## src/rtl/mips_pkg.sv

```systemverilog
// mips_pkg: shared widths, named register indices and regfile FSM states
package mips_pkg;
  localparam int DATA_W = 32;
  localparam int REG_ADDR_W = 5;
  localparam logic [REG_ADDR_W-1:0] REG_ZERO = 5'd0;
  localparam logic [REG_ADDR_W-1:0] REG_SP = 5'd29;
  localparam logic [REG_ADDR_W-1:0] REG_RA = 5'd31;
  typedef enum logic {CLEAR, RUN} regfile_state_t;
endpackage

```

## src/rtl/regfile_clear_seq.sv

```systemverilog
// regfile_clear_seq: post-reset sequencer zeroing entries 1..top one per cycle
module regfile_clear_seq
  import mips_pkg::*;
#(
  parameter int ADDR_W = mips_pkg::REG_ADDR_W
) (
  input  logic              clk,
  input  logic              rst,
  output logic              busy,
  output logic              clr_we,
  output logic [ADDR_W-1:0] clr_wa
);
  regfile_state_t state, state_next;
  logic [ADDR_W-1:0] clr_ptr, clr_ptr_next;
  always_ff @(posedge clk) begin
    if (rst) begin
      state   <= CLEAR;
      clr_ptr <= ADDR_W'(1);
    end else begin
      state   <= state_next;
      clr_ptr <= clr_ptr_next;
    end
  end
  // pointer wraps to 0 naturally after writing the top entry
  always_comb begin
    state_next   = (state == CLEAR && clr_ptr == '1) ? RUN : state;
    clr_ptr_next = (state == CLEAR) ? clr_ptr + ADDR_W'(1) : clr_ptr;
  end
  always_comb begin
    busy   = (state == CLEAR);
    clr_we = (state == CLEAR);
    clr_wa = clr_ptr;
  end
endmodule

```

## src/rtl/mips_regfile.sv

```systemverilog
// mips_regfile: 32-entry 2R/1W register file with post-reset clear sequencer;
// define REGFILE_BYPASS_EN for write-first forwarding on the read ports
module mips_regfile
  import mips_pkg::*;
#(
  parameter int DATA_W = mips_pkg::DATA_W,
  parameter int ADDR_W = mips_pkg::REG_ADDR_W
) (
  input  logic              clk,
  input  logic              rst,
  input  logic [ADDR_W-1:0] ra1,
  input  logic [ADDR_W-1:0] ra2,
  output logic [DATA_W-1:0] rd1,
  output logic [DATA_W-1:0] rd2,
  input  logic              we,
  input  logic [ADDR_W-1:0] wa,
  input  logic [DATA_W-1:0] wd,
  output logic              busy
);
  logic [DATA_W-1:0] mem [2**ADDR_W];
  logic              clr_we;
  logic [ADDR_W-1:0] clr_wa;
  logic              user_we;
  regfile_clear_seq #(.ADDR_W(ADDR_W)) u_clr (
    .clk   (clk),
    .rst   (rst),
    .busy  (busy),
    .clr_we(clr_we),
    .clr_wa(clr_wa)
  );
  assign user_we = we && !busy && wa != '0;
  // storage has no reset so it can map to distributed RAM
  always_ff @(posedge clk) begin
    if (clr_we) mem[clr_wa] <= '0;
    else if (user_we) mem[wa] <= wd;
  end
`ifdef REGFILE_BYPASS_EN
  assign rd1 = (busy || ra1 == '0) ? '0 : (we && ra1 == wa) ? wd : mem[ra1];
  assign rd2 = (busy || ra2 == '0) ? '0 : (we && ra2 == wa) ? wd : mem[ra2];
`else
  assign rd1 = (busy || ra1 == '0) ? '0 : mem[ra1];
  assign rd2 = (busy || ra2 == '0) ? '0 : mem[ra2];
`endif
endmodule

```

## config.mk

```make
export PLATFORM = sky130hd
export DESIGN_NAME = mips_regfile
export DESIGN_NICKNAME = d
export VERILOG_FILES = /design/src/rtl/mips_pkg.sv /design/src/rtl/regfile_clear_seq.sv /design/src/rtl/mips_regfile.sv
export SDC_FILE = /design/constraint.sdc
export NUM_CORES = 1
export LEC_CHECK = 0
export CAP_MARGIN = 20
export CORE_MARGIN = 4
export CORE_UTILIZATION = 25
export CTS_BUF_LIST = sky130_fd_sc_hd__clkbuf_4 sky130_fd_sc_hd__clkbuf_8
export CTS_CLUSTER_SIZE = 28
export DETAILED_ROUTE_END_ITERATION = 8
export PLACE_DENSITY_LB_ADDON = 0.08
export SKIP_LAST_GASP = 1
export SYNTH_ARGS = -nofsm -noshare
export SYNTH_HDL_FRONTEND = slang
export SYNTH_SLANG_ARGS = --single-unit
```

## constraint.sdc

```tcl
create_clock -name clk -period 5.63 [get_ports clk]
set_input_delay 0.563 -clock clk [delete_from_list [all_inputs] [get_ports clk]]
set_output_delay 0.563 -clock clk [all_outputs]
set_load 0.05 [all_outputs]
```

# After elaboration in Yosys (flattened, before gate mapping)
# Memory sizes are Yosys's and may differ from the RTL's.
# Index checks and enable logic that the tools add are counted.
word_totals:
  reg_bits: 6
  ram_bits: 1024
  inputBits: 50
  output_inout_bits: 65
  wordCells: 24
  n_memories: 1
memory_table:
  columns: ["memory", "depth", "word_bits", "read_ports", "rd_clocked_by_memory_dff", "wr", "line_no", "source"]
  rows:
  - ["mem", 32, 32, 2, 0, 1, "mips_regfile.sv:20", "logic [DATA_W-1:0] mem [2**ADDR_W];"]
classes:
  n_addsub: 1
  n_eq_ne: 1
  n_mux: 9
  bitwise_logic: 1
  n_reduce_logical: 9
ops:
  columns: ["cell", "n"]
  rows:
  - ["2-to-1 mux 32 bit", 3]
  - ["OR reduction 32 bit", 1]
  - ["zero test 5 bit", 2]
  - ["adder 5 x 1 -> 5 bit, second input constant", 1]
  - ["== test 5 bit, second input constant", 1]
  - ["2-to-1 mux 1 bit", 5]
  - ["2-to-1 mux 5 bit", 1]
  - ["nonzero test 5 bit", 1]
  - ["logical AND 1 bit", 3]
  - ["logical OR 1 bit", 2]
  - ["NOT 1 bit", 1]

# Depth between registers and ports, before layout
# Gate-level depths: netlist of the first run.
depth:
  ltp_word: 7
  mapped_depth: 9
  mapped_depth_nobuf: 5

# Modules after synthesis
# From an unflattened synthesis of the first run, not the netlist that was laid out.
hier_totals:
  cells_unflattened: 2361
  area_unflattened_um2: 47667.0
modules_own_cells:
  columns: ["mod", "n_inst", "cells_each", "area_per_inst_um2", "seq_area_each_um2"]
  rows:
  - ["mips_regfile", 1, 2335, 47385.4, 30749.5]
  - ["regfile_clear_seq", 1, 26, 281.5, 120.1]

# Worst setup path after synthesis of the first run
# Ideal clock, no wire load.
synth_path:
  path_kind: "input to register"
  from: "input wa[4]"
  to: "memory mem[23][0] (enable)"
  setup_time_ns: 0.501
  t_arrival_ns: 4.506
  required_time_ns: 5.129
  path_slack_ns: 0.623
  cell_stages: 4
  path_buffers: 0
  cell_sequence: "nor3_1 a21o_1 a21oi_1 nor4_1"
synth_via:
  elab_chain_len: 7
  word_cells_on_any_way: 8
  cone_classes: "mux: 5; reduce/logical: 3"
synth_rtl:
  columns: ["element", "line_no", "source"]
  rows:
  - ["from (decl)", "mips_regfile.sv:16", "input logic [ADDR_W-1:0] wa,"]
  - ["nonzero test 5 bit", "mips_regfile.sv:31", "assign user_we = we && !busy && wa != '0;"]
  - ["logical AND 1 bit", "mips_regfile.sv:31", null]
  - ["2-to-1 mux 1 bit", "mips_regfile.sv:35", "else if (user_we) mem[wa] <= wd;"]
  - ["2-to-1 mux 1 bit", "mips_regfile.sv:34", "if (clr_we) mem[clr_wa] <= '0;"]
  - ["2-to-1 mux 1 bit (implied by the code)", "mips_regfile.sv:35", null]
  - ["OR reduction 32 bit (no source line)", null, null]
  - ["2-to-1 mux 5 bit (no source line) or 2-to-1 mux 1 bit (tied branches)", null, null]
  - ["to (decl)", "mips_regfile.sv:20", null]
# Several ways; a longest one is shown, not always the timed one.

# Worst setup path after layout of the first run
layout_path:
  from: "register u_clr.state"
  to: "output rd1[2]"
layout_via:
  elab_chain_len: 3
layout_rtl:
  columns: ["element", "line_no", "source"]
  rows:
  - ["from (decl)", "regfile_clear_seq.sv:13", "regfile_state_t state, state_next;"]
  - ["from (signal assigned)", "regfile_clear_seq.sv:20", "state <= state_next;"]
  - ["NOT 1 bit", "regfile_clear_seq.sv:30", "busy = (state == CLEAR);"]
  - ["logical OR 1 bit", "mips_regfile.sv:41", "assign rd1 = (busy || ra1 == '0) ? '0 : mem[ra1];"]
  - ["2-to-1 mux 32 bit", "mips_regfile.sv:41", null]
  - ["to (decl)", "mips_regfile.sv:13", "output logic [DATA_W-1:0] rd1,"]
# No other way between the ends.

==> impl_metrics.tcl, run 1 <==
set metrics [dict create \
    outcome "finished clean" \
    cp_cell_sequence "buf_4 -> inv_1 -> or4_2 -> buf_4 -> o22a_1 -> o221ai_1 -> clkdlybuf4s50_1" \
    final_common_cell "edfxtp_1" \
    finalClockSkew_ns 0.0276 \
    crit_type "flop to primary output" \
    worstMarginPinSlew_ns 1.16 \
    yosysWarnings 0 \
    cp_max_fo 23 \
    synth.net_count 2425 \
    clock_path_buffers 3 \
    num-nets-final 2706 \
    start_util 0.251 \
    core_um2 190000 \
    cpMaxStageDelayCell "or4_2" \
    synth.avg_cell_area_um2 20.1 \
    synth-async-reset-ratio 0 \
    leakage_nw 17.1 \
    clock.fmax_mhz 184 \
    crit_path_end_kind "primary output" \
    grt_pass1_wl_mm 259 \
    layout-drive-gt1-share 0.359 \
    final_hold_viol_count 0 \
    drv_slew 0 \
    antenna_found_initial 5 \
    fillers 18500 \
    dieArea_um2 198000 \
    area_growth_pct 19.1 \
    dp_hpwl_mm 113 \
    crit_required_ns 5.07 \
    synth-edff-count 1024 \
    die_width_um 445 \
    io_buffers 114 \
    mostFrequentLayoutCells "edfxtp_1 (1024), mux4_2 (449), mux2i_1 (257), clkbuf_8 (198), buf_4 (144)" \
    synth_cell_type_count 53 \
    synth_area_um2 47800 \
    synth.area.top_cells "edfxtp_1 (64%), mux4_2 (21%), mux2i_1 (5.4%)" \
    vias 27600 \
    dr.first_iter.drc_count 2406 \
    drt-total-wl_mm 190 \
    holdBufCountCts 0 \
    fin_setup_tns_ns 0 \
    ys_seq_area_frac 0.646 \
    period_share 0.967 \
    drt-wirelength-per-cell_um 35.7 \
    dpl_cell_area_um2 52900 \
    rsz0062_at_grt "no" \
    post-route-min-period_ns 5.44 \
    slew_headroom 0.230 \
    vdd_ir_drop_max_mv 0.176 \
    crit_top_cell "buf_4" \
    grt_pass1_vias 29800 \
    synthCells 2373 \
    clkTransAtPathRegs_ns 0.06 \
    instances_no_fill 5315 \
    cts_max_level 4 \
    root_buffer "clkbuf_8" \
    clk_latency_ns 0.91 \
    ios 115 \
    worst_ep_arrival_time_ns 4.88 \
    synth-seq-cells 1030 \
    rr_worst_depth 6 \
    dp_cells 4954 \
    min_path_cells 2 \
    finalSetupViolations 0 \
    row_count 160 \
    crit_path_start_kind "flop" \
    yosysTopAreaCell "edfxtp_1" \
    numCtsBuffers 189 \
    powerDensity_nw_per_um2 296 \
    vias_per_cell 5.20 \
    grt_overflow 0 \
    grt_max_degree 74 \
    cts_tree "done" \
    cts.sinks 1030 \
    grt_usage 0.190 \
    ant_nets 0 \
    critPathMaxStageDelay_ns 1.04 \
    routabilityCongestion 0.750 \
    total_power_mw 16.9 \
    netlist.area_leader.share 0.643 \
    first_pass_iters 5 \
    holdWs_ns 0.363 \
    cts_setup_buffers 0 \
    maxCapViolCount 0 \
    worstHoldPathType "input pin to flop" \
    die_h_um 445 \
    synthFlopType "edfxtp_1" \
    stdcell_area_um2 56900 \
    drc 0 \
]
==> worst max-delay path, delay by kind of cell, from the launching register on <==
| family | cells | cell delay [ns] |
|---|---|---|
| AO/OA/AOI/OAI | 2 | 0.41 |
| buffers and inverters | 4 | 2.13 |
| flip-flops | 1 | 0.31 |
| AND/OR/NAND/NOR | 1 | 1.04 |
==> worst paths after layout <==
check                       start              end  slack, ns
hold / removal                rst  u_clr.clr_wa[3]       0.36
setup / recovery      u_clr.state           rd1[2]       0.19
setup reg to reg      u_clr.state       mem[1][27]       2.03
hold reg to reg   u_clr.clr_wa[0]  u_clr.clr_wa[0]       0.56
==> cell usage after synthesis, types with 2 or more instances <==
cell	number
a2111oi_0	14
a2111oi_1	8
a2111oi_2	10
a211oi_1	33
a21oi_1	31
a221oi_1	3
a22o_1	27
a22oi_1	29
a31oi_1	2
a32oi_1	6
and2_1	40
and3_1	3
and4b_1	3
buf_1	10
buf_12	5
buf_2	61
buf_4	20
buf_6	9
clkbuf_1	87
dfxtp_1	6
edfxtp_1	1024
ha_1	2
inv_1	5
mux2_2	5
mux2i_1	257
mux4_2	449
nand2_1	14
nand3_1	7
nand3b_1	3
nor2_1	32
nor2b_1	7
nor3_1	16
nor3b_1	2
nor4_1	2
o21ai_1	3
o221ai_1	60
o22a_1	32
o22ai_1	29
or3b_1	2
xnor2_1	2
==> kinds of logic after synthesis <==
family / Yosys count / share of synthesized area
flip-flops: 1030 / 0.646
AO/OA/AOI/OAI: 295 / 0.0496
buffers and inverters: 199 / 0.0221
multiplexers: 711 / 0.267
XOR/XNOR: 2 / 0.000367
adder cells (fa/ha/maj): 2 / 0.000523
AND/OR/NAND/NOR: 134 / 0.0150
==> through the flow <==
stage	setup WS [ns]	utilization
floorplan	0.623	-
global placement	0.746	0.277
detailed placement	0.808	0.278
CTS	0.00419	0.297
global route	0.0117	0.299
finish	0.188	0.299
==> what timing repair did <==
item / 4_1_cts / 5_1_grt
resized for setup: 6 / 0
endpoints found under the hold margin: 0 / 0
endpoints found under the setup margin: 6 / 0
==> cell type report <==
cell class	count	area, µm²	share of cell area
tap	2511	3140	0.0552
inverter	6	22.5	0.000395
sequential	1030	30900	0.542
multi-input combinational	1144	16100	0.284
timing repair buffer	283	3160	0.0556
clock inverter	68	350	0.00615
antenna	6	15.0	0.000264
clock buffer	267	3240	0.0568
==> routing by layer <==
layer	up-vias	GRT usage	part of all wire
met5	-	0	0
met4	0	0.0471	0.022
met3	251	0.0309	0.045
met2	907	0.313	0.49
met1	15400	0.261	0.45
li1	11000	-	-
==> registers in the layout, summed over array words and instances, names as in the netlist <==
name and cells:
u_clr.state 1, u_clr.clr_wa 5, mem 1024
==> power breakdown <==
group | internal, mW | switching [mW]
sequential | 8.47 | 0.0622
clock | 3.76 | 3.24
combinational | 0.536 | 0.804
No activity file was read; power rests on OpenSTA's default activity.
==> run 2: changes to the inputs <==
Settings changed: CORE_ASPECT_RATIO from default to 0.7, TNS_END_PERCENT from default to 20.
==> impl_metrics.tcl, run 2 (synthesized netlist as in run 1, its figures left out) <==
set metrics [dict create \
    rsz0062_at_grt "no" \
    worst_ep_arrival_time_ns 4.69 \
    routabilityCongestion 0.761 \
    holdBufCountCts 0 \
    period_share 0.932 \
    grt_usage 0.192 \
    crit_required_ns 5.07 \
    post-route-min-period_ns 5.25 \
    finalClockSkew_ns 0.0317 \
    ant_nets 0 \
    vias 28000 \
    final_util 0.299 \
    grt_overflow 0 \
    hold-path-endpoint "u_clr.clr_wa[4]" \
    clk_latency_ns 0.89 \
    mostFrequentLayoutCells "edfxtp_1 (1024), mux4_2 (449), mux2i_1 (257), clkbuf_8 (179), buf_4 (141)" \
    dp_hpwl_mm 112 \
    fin_setup_tns_ns 0 \
    row_count 133 \
    cts_tree "done" \
    crit_path_start_kind "flop" \
    clkTransAtPathRegs_ns 0.06 \
    die_h_um 374 \
    worstMarginPinSlew_ns 1.14 \
    die_width_um 531 \
    cts_max_level 4 \
    dr.first_iter.drc_count 2964 \
    io_buffers 114 \
    num-nets-final 2677 \
    largest_reg_flops 1024 \
    min_path_cells 2 \
    timing.rr.start "u_clr.state" \
    outcome "finished clean" \
    rr_worst_depth 5 \
    grt_pass1_wl_mm 260 \
    finalSetupViolations 0 \
    core_um2 189000 \
    min-delay-start "rst" \
    drv_slew 0 \
    numCtsBuffers 172 \
    final_hold_viol_count 0 \
    leakage_nw 16.8 \
    layout-drive-gt1-share 0.351 \
    r2r_end "mem[1][25]" \
    cts_resized 1 \
    final_common_cell "edfxtp_1" \
    cts.sinks 1030 \
    clock_path_buffers 3 \
    grt_max_degree 93 \
    root_buffer "clkbuf_8" \
    area_growth_pct 18.0 \
    powerDensity_nw_per_um2 292 \
    antenna_found_initial 12 \
    cts_setup_buffers 0 \
    vdd_ir_drop_max_mv 0.214 \
    dieArea_um2 198000 \
    grt_pass1_vias 28900 \
    crit_path_end_kind "primary output" \
    cp_max_fo 17 \
    drc 0 \
    start_util 0.253 \
    first_pass_iters 7 \
    clock.fmax_mhz 191 \
    worstHoldPathType "input pin to flop" \
    ios 115 \
    drt-total-wl_mm 193 \
    crit_type "flop to primary output" \
    slew_headroom 0.237 \
    regMostFlops "mem" \
    vias_per_cell 5.33 \
    maxCapViolCount 0 \
    drt-wirelength-per-cell_um 36.7 \
    reg2reg_slack_ns 2.09 \
]
## run 2: cell types whose count changed in the layout (fill, tap and decap cells not counted), sizes merged
cell           previous run  this run
bufinv                    2         3
clkinv                   62        63
clkdlybuf4s50            71        72
clkbuf                  274       239
diode                     6         5
dlygate4sd2               6         0
buf                     199       195
clkinvlp                  4         6
## run 2: area by class of cell
cell class / count / area, µm²
antenna: 5 / 12.5
clock buffer: 235 / 2880
clock inverter: 72 / 398
fill: 18300 / 132000
inverter: 6 / 22.5
multi-input combinational: 1144 / 16100
sequential: 1030 / 30900
tap: 2497 / 3120
timing repair buffer: 271 / 2980
## run 2: how the worst max path moves through the flow
| stage | start | to | slack (ns) | depth (start not counted) |
|---|---|---|---|---|
| floorplan | wa[4] | mem[23][0] | 0.62 | 4 |
| global placement | u_clr.state | rd1[23] | 0.95 | 6 |
| detailed placement | u_clr.state | rd1[23] | 0.93 | 6 |
| CTS | u_clr.state | rd1[23] | 0.25 | 6 |
| global route | u_clr.state | rd1[24] | 0.25 | 6 |
| finish | u_clr.state | rd1[23] | 0.38 | 6 |
## run 2: per-layer routing
| layer | track usage | vias up | share of wire |
|---|---|---|---|
| li1 | - | 11000 | - |
| met4 | 0.0485 | 0 | 0.021 |
| met2 | 0.289 | 1198 | 0.45 |
| met5 | 0 | - | 0 |
| met1 | 0.284 | 15600 | 0.47 |
| met3 | 0.0358 | 238 | 0.062 |
## run 2: critical path, cell delays in order (launching register included)
cell             delay [ns]
dfxtp_2                0.71
inv_1                  0.17
or4_2                  1.24
buf_4                  0.43
o22a_1                 0.24
o221ai_1               0.10
clkdlybuf4s50_1        0.86
## run 2: report_power, final
part | internal, mW | switching, mW | leakage [nW] | total [mW]
Combinational | 0.533 | 0.805 | 6.54 | 1.34
Sequential | 8.47 | 0.0624 | 8.52 | 8.53
Clock | 3.43 | 3.20 | 1.73 | 6.63
Total | 12.4 | 4.06 | 16.8 | 16.5
## run 2: stage by stage
stage               worst slack (ns)  std cells  power [mW]  hold slack, ns  cell area, µm²
floorplan                      0.623       2373        9.47           0.504           47800
global placement               0.952       4927        10.1           0.565           52700
detailed placement             0.926       4930        10.0           0.546           52700
CTS                            0.252       5237        16.8           0.251           56000
global route                   0.245       5260        17.2           0.331           56400
finish                         0.381       5260        16.5           0.369           56400
==> RTL edit (settings of run 2) <==
The option `REGFILE_BYPASS_EN` is turned on by a define.
--- a/src/rtl/mips_regfile.sv
+++ b/src/rtl/mips_regfile.sv
@@ -2,2 +2,4 @@
 // define REGFILE_BYPASS_EN for write-first forwarding on the read ports
+`define REGFILE_BYPASS_EN
+
 module mips_regfile
Function: same outputs for any inputs over 4 cycles, from zero or initial values and one cycle with rst high; that may be too few to reach the edited logic, so the function may still have changed.
==> RTL edit against run 2 <==
  * Register-to-register slack worse by 0.04 ns
  * Cell area is 0.97% higher
  * Routed wire length is 2.1% higher
  * Area after synthesis is 1.6% higher
  * Total power is 1.1% higher
  * First-iteration DRC count is 6.1% lower
  * Combinational power is 11% higher
  * Non-clock buffer count is 34 lower
  * Sequential cell count stayed put
  * Worst setup slack better by 0.41 ns
  * Utilization is 0.39 points lower
  * Sequential power hardly changed
  * Critical path type unchanged
==> RTL edit: results (changes against run 2) <==
Run status -> completed
Design internal power -> 12.5 mW (+0.25%)
Slowest-stage cell, CP -> clkdlybuf4s50_1
Synth Area per Inst -> 18.0 sq um (-11%)
Post-synthesis adder-cell area fraction -> 0.0515% (-0.00080 points)
Syn Nets -> 2752 (+13%)
Drt via density -> 5.27 (-1.1%)
Critical path's largest stage delay -> 0.82 ns (-0.42 ns)
Static Leakage -> 17.7 nW (+5.2%)
Multiplexer share of the synthesized area -> 23.2% (-3.4 points)
Net count, final -> 2935 (+9.6%)
Iter 0 DRT Violations -> 2784 (-6.1%)
Seq/Total Area, Yosys -> 63.6% (-0.99 points)
Slew HR -> 26.1% (+2.4 points)
First-pass GRT wire length -> 267000 microns (+2.9%)
Compound-Gate Fraction of Synth Area -> 7.14% (+2.2 points)
Pre-CTS setup slack -> 0.921 ns (-0.00452 ns)
Initial antenna violation count -> 6 (-6)
Largest net degree at the start of global routing -> 71 (-24%)
Synth unique cells -> 56 (+5.7%)
Non-filler cells, final -> 5639 (+7.2%)
GRT Overall Usage -> 19.3% (+0.12 points)
Number of global-route vias before repair -> 31376 (+8.4%)
Final clock skew -> 0.0430 ns (+0.0113 ns)
Initial Utilization -> 25.1% (-0.19 points)
[RTL edit: cell types whose count changed after synthesis, moves of 33 or more]
| cell | before | now |
|---|---|---|
| a211oi_1 | 33 | 0 |
| a21oi_1 | 31 | 65 |
| a221oi_1 | 3 | 63 |
| a22oi_1 | 29 | 96 |
| mux4_2 | 449 | 386 |
| nand2_1 | 14 | 109 |
| nor2_1 | 32 | 79 |
[RTL edit: power by group through the flow]
stage | sequential, mW | clock, mW | combinational [mW]
2_1_floorplan | 8.66 | 0 | 0.901
3_3_place_gp | 8.68 | 0 | 1.51
5_1_grt | 8.53 | 7.28 | 1.57
3_5_place_dp | 8.68 | 0 | 1.51
4_1_cts | 8.52 | 6.90 | 1.51
6_report | 8.52 | 6.68 | 1.49
[RTL edit: logic make-up after synthesis]
logic type,count (synthesis)
simple gates,318
fa+ha+maj,2
mux,643
xor+xnor,12
buf+inv,238
compound gates,457
flops,1030
[RTL edit: final timing paths]
kind | from | end | slack [ns] | depth (start not counted)
worst min register to register | u_clr.clr_wa[0]$_SDFFE_PP1N_ | u_clr.clr_wa[0]$_SDFFE_PP1N_ | 0.51 | 2
worst min-delay path | rst | u_clr.clr_wa[3]$_SDFFE_PP0N_ | 0.34 | 2
worst max-delay path | u_clr.state$_SDFFE_PP0P_ | rd1[25] | 0.79 | 7
worst max register to register | u_clr.state$_SDFFE_PP0P_ | mem[9][24]$_DFFE_PP_ | 2.05 | 6
[RTL edit: layout make-up]
cell class              instances  area (sq um)
fillers                     19005        136000
flip-flops and latches       1030         30900
multi-input cells            1432         16700
well taps                    2603          3260
clock buffers                 243          2950
repair buffers                237          2750
clock inverters                81           405
inverters                       7          28.8
diodes                          6          15.0
[RTL edit: worst register-to-register path, delay by kind of cell, from the launching register on]
kind                   cells  cell delay (ns)
multiplexers               1             0.24
flip-flops                 1             0.65
buffers and inverters      1             0.57
AO/OA/AOI/OAI              1             0.36
AND/OR/NAND/NOR            3             1.37
[RTL edit: routing by layer]
metal	track usage (%)	vias to the layer above	wire [microns]
met5	0	-	0
met2	30.7	1045	91500
met1	26.9	16414	89300
li1	-	11957	-
met3	3.52	299	10800
met4	5.48	0	5310
